File: config.mk
export PLATFORM = sky130hd
export DESIGN_NAME = timer_mmio
export DESIGN_NICKNAME = d
export VERILOG_FILES = /design/src/rtl/timer_mmio.sv
export SDC_FILE = /design/constraint.sdc
export NUM_CORES = 1
export LEC_CHECK = 0
export ABC_AREA = 1
export CORE_MARGIN = 2
export CORE_UTILIZATION = 30
export CTS_BUF_LIST = sky130_fd_sc_hd__clkbuf_4 sky130_fd_sc_hd__clkbuf_8 sky130_fd_sc_hd__clkbuf_16
export CTS_CLUSTER_DIAMETER = 40
export DETAILED_ROUTE_END_ITERATION = 12
export PLACE_DENSITY = 0.56
export REMOVE_ABC_BUFFERS = 1
export SLEW_MARGIN = 0
export SYNTH_ARGS = -nofsm -noshare
export SYNTH_HDL_FRONTEND = slang
export SYNTH_SLANG_ARGS = --single-unit
export TNS_END_PERCENT = 50
File: constraint.sdc
create_clock -name clk -period 6.72 [get_ports clk]
set_input_delay 2.016 -clock clk [delete_from_list [all_inputs] [get_ports clk]]
set_output_delay 2.016 -clock clk [all_outputs]
set_load 0.005 [all_outputs]
File: src/rtl/timer_mmio.sv
// timer_mmio: memory-mapped 16-bit prescaled timer with compare match,
// optional auto-reload, sticky match flag and a registered interrupt.
// Read data is forced to zero outside the 16-byte window so the bus can
// OR this responder's output with the others.
module timer_mmio #(
  parameter logic [8:0] BASE_ADDR = 9'h1F0
) (
  input  logic       clk,
  input  logic       reset,
  input  logic       rw,
  input  logic [8:0] address,
  input  logic [7:0] data_in,
  output logic [7:0] data_out,
  output logic       hit,
  output logic       irq
);

  // Register state
  logic [2:0]  r_ctrl;       // bit0 enable, bit1 auto_reload, bit2 irq_en
  logic [7:0]  r_prescale;
  logic [7:0]  r_pcnt;
  logic [15:0] r_count;
  logic [15:0] r_cmp;
  logic        r_match;
  logic [7:0]  r_hi_shadow;
  logic [7:0]  r_data_out;
  logic        r_hit;
  logic        r_irq;

  // Decode and datapath helpers
  logic       w_sel;
  logic [3:0] w_off;
  logic       w_wr;
  logic       w_rd;
  logic       w_wr_ctrl;
  logic       w_wr_pre;
  logic       w_wr_lo;
  logic       w_wr_hi;
  logic       w_wr_cmp_lo;
  logic       w_wr_cmp_hi;
  logic       w_wr_status;
  logic       w_count_wr;
  logic       w_tick;
  logic       w_cmp_eq;
  logic       w_match_set;
  logic [7:0] w_rd_data;

  assign w_sel       = (address[8:4] == BASE_ADDR[8:4]);
  assign w_off       = address[3:0];
  assign w_wr        = rw & w_sel;
  assign w_rd        = ~rw & w_sel;
  assign w_wr_ctrl   = w_wr & (w_off == 4'h0);
  assign w_wr_pre    = w_wr & (w_off == 4'h1);
  assign w_wr_lo     = w_wr & (w_off == 4'h2);
  assign w_wr_hi     = w_wr & (w_off == 4'h3);
  assign w_wr_cmp_lo = w_wr & (w_off == 4'h4);
  assign w_wr_cmp_hi = w_wr & (w_off == 4'h5);
  assign w_wr_status = w_wr & (w_off == 4'h6);
  assign w_count_wr  = w_wr_lo | w_wr_hi;
  assign w_tick      = r_ctrl[0] & (r_pcnt == r_prescale);
  assign w_cmp_eq    = (r_count == r_cmp);
  // A counter load suppresses the tick entirely, including match evaluation.
  assign w_match_set = w_tick & ~w_count_wr & w_cmp_eq;

  assign data_out = r_data_out;
  assign hit      = r_hit;
  assign irq      = r_irq;

  // Read multiplexer over the register window (values before this edge).
  always_comb begin
    w_rd_data = 8'h00;
    case (w_off)
      4'h0:    w_rd_data = {5'b00000, r_ctrl};
      4'h1:    w_rd_data = r_prescale;
      4'h2:    w_rd_data = r_count[7:0];
      4'h3:    w_rd_data = r_hi_shadow;
      4'h4:    w_rd_data = r_cmp[7:0];
      4'h5:    w_rd_data = r_cmp[15:8];
      4'h6:    w_rd_data = {7'b0000000, r_match};
      default: w_rd_data = 8'h00;
    endcase
  end

  // Configuration registers: CTRL, PRESCALE and the compare value.
  always_ff @(posedge clk or posedge reset) begin
    if (reset) begin
      r_ctrl     <= 3'b000;
      r_prescale <= 8'h00;
      r_cmp      <= 16'hFFFF;
    end else begin
      if (w_wr_ctrl)   r_ctrl        <= data_in[2:0];
      if (w_wr_pre)    r_prescale    <= data_in;
      if (w_wr_cmp_lo) r_cmp[7:0]    <= data_in;
      if (w_wr_cmp_hi) r_cmp[15:8]   <= data_in;
    end
  end

  // Prescaler: cleared when disabled or on a counter load, else wraps at PRESCALE.
  always_ff @(posedge clk or posedge reset) begin
    if (reset) begin
      r_pcnt <= 8'h00;
    end else if (w_count_wr || !r_ctrl[0] || w_tick) begin
      r_pcnt <= 8'h00;
    end else begin
      r_pcnt <= r_pcnt + 8'd1;
    end
  end

  // Counter: bus loads take priority over ticks; auto-reload on compare.
  always_ff @(posedge clk or posedge reset) begin
    if (reset) begin
      r_count <= 16'h0000;
    end else if (w_count_wr) begin
      if (w_wr_lo) r_count[7:0]  <= data_in;
      if (w_wr_hi) r_count[15:8] <= data_in;
    end else if (w_tick) begin
      if (w_cmp_eq && r_ctrl[1]) r_count <= 16'h0000;
      else                       r_count <= r_count + 16'd1;
    end
  end

  // Sticky match flag: a new match beats a same-cycle write-1-clear.
  always_ff @(posedge clk or posedge reset) begin
    if (reset) begin
      r_match <= 1'b0;
    end else if (w_match_set) begin
      r_match <= 1'b1;
    end else if (w_wr_status && data_in[0]) begin
      r_match <= 1'b0;
    end
  end

  // High-byte shadow captured on any COUNT_LO read for a coherent 16-bit read.
  always_ff @(posedge clk or posedge reset) begin
    if (reset) begin
      r_hi_shadow <= 8'h00;
    end else if (w_rd && (w_off == 4'h2)) begin
      r_hi_shadow <= r_count[15:8];
    end
  end

  // Registered bus response and interrupt.
  always_ff @(posedge clk or posedge reset) begin
    if (reset) begin
      r_data_out <= 8'h00;
      r_hit      <= 1'b0;
      r_irq      <= 1'b0;
    end else begin
      r_hit      <= w_sel;
      r_data_out <= w_rd ? w_rd_data : 8'h00;
      r_irq      <= r_match & r_ctrl[2];
    end
  end

endmodule

==> summary.txt <==
Clock tree
  – CTS tree: done
  – Inserted Clock Buffers: 9
  – Hold_buf cts: 0
  – Post-CTS Setup Inserts: 0
  – CTS clk-pin slew, worst paths: 0.06 ns
  – Resized Gates After CTS: 0
  – Clk buf depth: 2
  – Skew-Pair Late Insertion Delay: 0.34 ns
  – H-tree depth: 3
  – Root Buffer: clkbuf_16
  – Clk sinks: 70

Timing
  – Fin Setup TNS: 0 ns
  – Clock skew: 0.0134 ns
  – Final period utilization: about three fifths
  – RSZ-0062 raised after global routing: false
  – Fin crit period: 3.98 ns
  – Worst-case hold slack: 0.471 ns
  – Finish-stage setup viols: 0
  – Peak Freq: between 0.2 and 0.3 GHz
  – Final max-slew violation count: 0
  – Worst Max-Slew Pin Slew: roughly 0.92 ns
  – Final WS setup: 2.74 ns
  – Normalized max-slew margin: about two fifths
  – Final hold vios: 0

Finish
  – Multi-input gate area: 1820 um^2
  – Final nets: 592
  – Count of inserted antenna diode cells: 0
  – Synth-to-layout area growth: 20.0%
  – Filler cell count: 1378
  – Sequential Area: 1770 um^2
  – Final instance area: about 4700 um^2
  – Layout cells sized above 1: a little under a tenth

Global routing
  – Global route overflow: 0
  – Vias in the first global route: about 3500
  – GRT Total Usage: 17.2%
  – Largest net degree at the start of global routing: 71
  – Initial antenna violation count: 0
  – First-pass GRT wire length: around 19 mm

Setup path
  – Crit. End Element: flop
  – CP Buf/Inv Count: 2
  – Family with the most delay on the worst path: simple AND/OR/NAND/NOR gates
  – Worst Path Max Fanout: 26
  – Slowest stage cell, crit path: o21ai_4
  – Worst r2r path cells: 9
  – Crit start category: input port
  – Critical path class: input port to flop
  – WP depth: 9
  – CP required: 6.98 ns
  – Worst endpoint data arrival time: 4.24 ns
  – CP Cell Sequence: clkdlybuf4s50_1 -> nor2_4 -> nand3_2 -> inv_2 -> o21ai_4 -> nand3_4 -> nand2_2 -> nor2_1 -> a21oi_1
  – Slowest Stage Delay on Critical Path: 0.58 ns

Route
  – Vias/cell: around 5
  – Routed Antenna Nets: 0
  – Drt drc: 0
  – Drt pass-1 iters: 6
  – Initial DRC Count: 539
  – Routed via count: 3659
  – WL/cell: 15.7 um
  – Drt total wl: 11.7 mm

Synthesis
  – Synth Flop Type: dfrtp_1
  – Register area share after synthesis: 45.0%
  – Commonest cells post-synth: nand2_1 (138), inv_1 (74), nor2_1 (72)
  – Ys async rst share: 100%
  – Cell taking the most area after synthesis: dfrtp_1
  – Yosys top cell area share: 34.3%
  – Cell with the most instances after synthesis: nand2_1
  – Synthesized area: 3940 um^2
  – Yosys synthesis warning count: 0
  – Syn Area/Cell: 7.33 um^2
  – Synthesized netlist cell count: 537
  – Dominant cells by area after synthesis: dfrtp_1 (34%), nand2_1 (13%), dfstp_2 (11%)
  – Post-synth EDFFs: 0
  – Synth Register Bits: 70
  – Cell variety after synth: 30

Floorplan
  – Die height: about 120 um
  – Core area: 12700 um^2
  – Starting Density: 30.9%
  – Core Rows: 41
  – Die ar.: 14100 um^2
  – Die Width: 119 um
  – # IOs: 30

Placed design
  – Dpl ws: 2.42 ns
  – DP Area: 4400 um^2
  – Gpl congestion: 0.885
  – Port bufs: 29
  – DP HPWL: 8.66 mm

Worst hold path
  – Hold Path Class: flop to flop
  – Hold path depth: 2

Power and ir drop
  – PD cells: 253 nW/um^2
  – Pwr Total: roughly 1.2 mW
  – Static leakage: 2.24 nW
  – Worst vdd ir: around 0.12 mV

Flow run
  – Max-Cap Viols: 0

Status
  – Status: finished, final reports clean
[routing by layer]
layer | routed length [um] | global-route usage, % | up-vias
met4 | 311 | 6.25 | 0
met3 | 894 | 4.44 | 21
met2 | 5170 | 26.1 | 167
met5 | 0 | 0 | -
li1 | - | - | 1784
met1 | 5340 | 23.5 | 1687
[power breakdown]
group | leakage, nW | internal, mW | switching, mW
Combinational | 1.25 | 0.0693 | 0.106
Sequential | 0.827 | 0.464 | 0.0429
Clock | 0.162 | 0.327 | 0.186
[final timing paths]
| kind | from | to | slack [ns] |
|---|---|---|---|
| min in group asynchronous | reset | r_prescale[0] | 2.27 |
| max in group asynchronous | reset | r_hi_shadow[3] | 3.85 |
| setup / recovery | address[2] | r_count[11] | 2.74 |
| setup reg to reg | r_count[8] | r_count[10] | 4.78 |
| hold reg to reg | r_ctrl[2] | irq | 0.47 |
| hold / removal | r_ctrl[2] | irq | 0.47 |
[flip-flops by register name, summed over array words and instances, names as in the netlist]
register and flops:
r_cmp 16, irq 1, r_prescale 8, r_pcnt 8, hit 1, r_ctrl 3
r_hi_shadow 8, r_match 1, data_out 8, r_count 16
[metrics by stage]
step | utilization (%) | std cells
3_5_place_dp | 34.6 | 731
5_1_grt | 37.1 | 747
2_1_floorplan | - | 529
3_3_place_gp | 34.6 | 731
4_1_cts | 37.1 | 747
6_report | 37.1 | 747
[worst min-delay path, delay by kind of cell (launching register included)]
| family | cells | cell delay [ns] |
|---|---|---|
| and+or+nand+nor | 1 | 0.05 |
| DFF | 1 | 0.35 |
| buffers and inverters | 1 | 0.04 |
[cell type report]
cell class	instances	area share, %
Tap cell	172	4.56
Inverter	79	6.28
Sequential cell	70	37.5
Clock inverter	3	0.848
Clock buffer	13	5.93
Timing Repair Buffer	30	6.30
Multi-Input combinational cell	380	38.6
[cell usage in the layout (no fill, tap or decap)]
cell	n
nand4_1	3
dfstp_2	16
inv_2	6
o221ai_1	1
bufinv_16	1
nand3_2	2
o22ai_1	16
nand2_2	2
nand3_4	1
o21ai_0	37
xnor2_1	1
clkbuf_8	4
a21oi_1	37
nor3_4	1
o21ai_1	1
nor2_2	4
clkinv_2	2
clkdlybuf4s50_1	29
nor3_1	8
a31oi_1	1
dfrtp_1	54
o21ai_4	1
a211oi_1	5
ha_1	2
nand3b_1	1
nand2_1	138
clkbuf_16	9
buf_4	1
nor2_4	2
xor2_1	14
inv_1	73
nor3b_1	1
nand3_1	29
nor2_1	72
[logic make-up (layout without fill, tap and decap cells)]
kind of cell	Yosys count	count (layout)	synth area share [%]
AO/OA/AOI/OAI	99	99	13.8
XOR/XNOR	15	15	3.34
adder cells (fa/ha/maj)	2	2	0.636
buffers and inverters	87	125	8.71
flip-flops	70	70	45.0
AND/OR/NAND/NOR	264	264	28.5
Note: power is estimated with default switching activity, not from simulation.
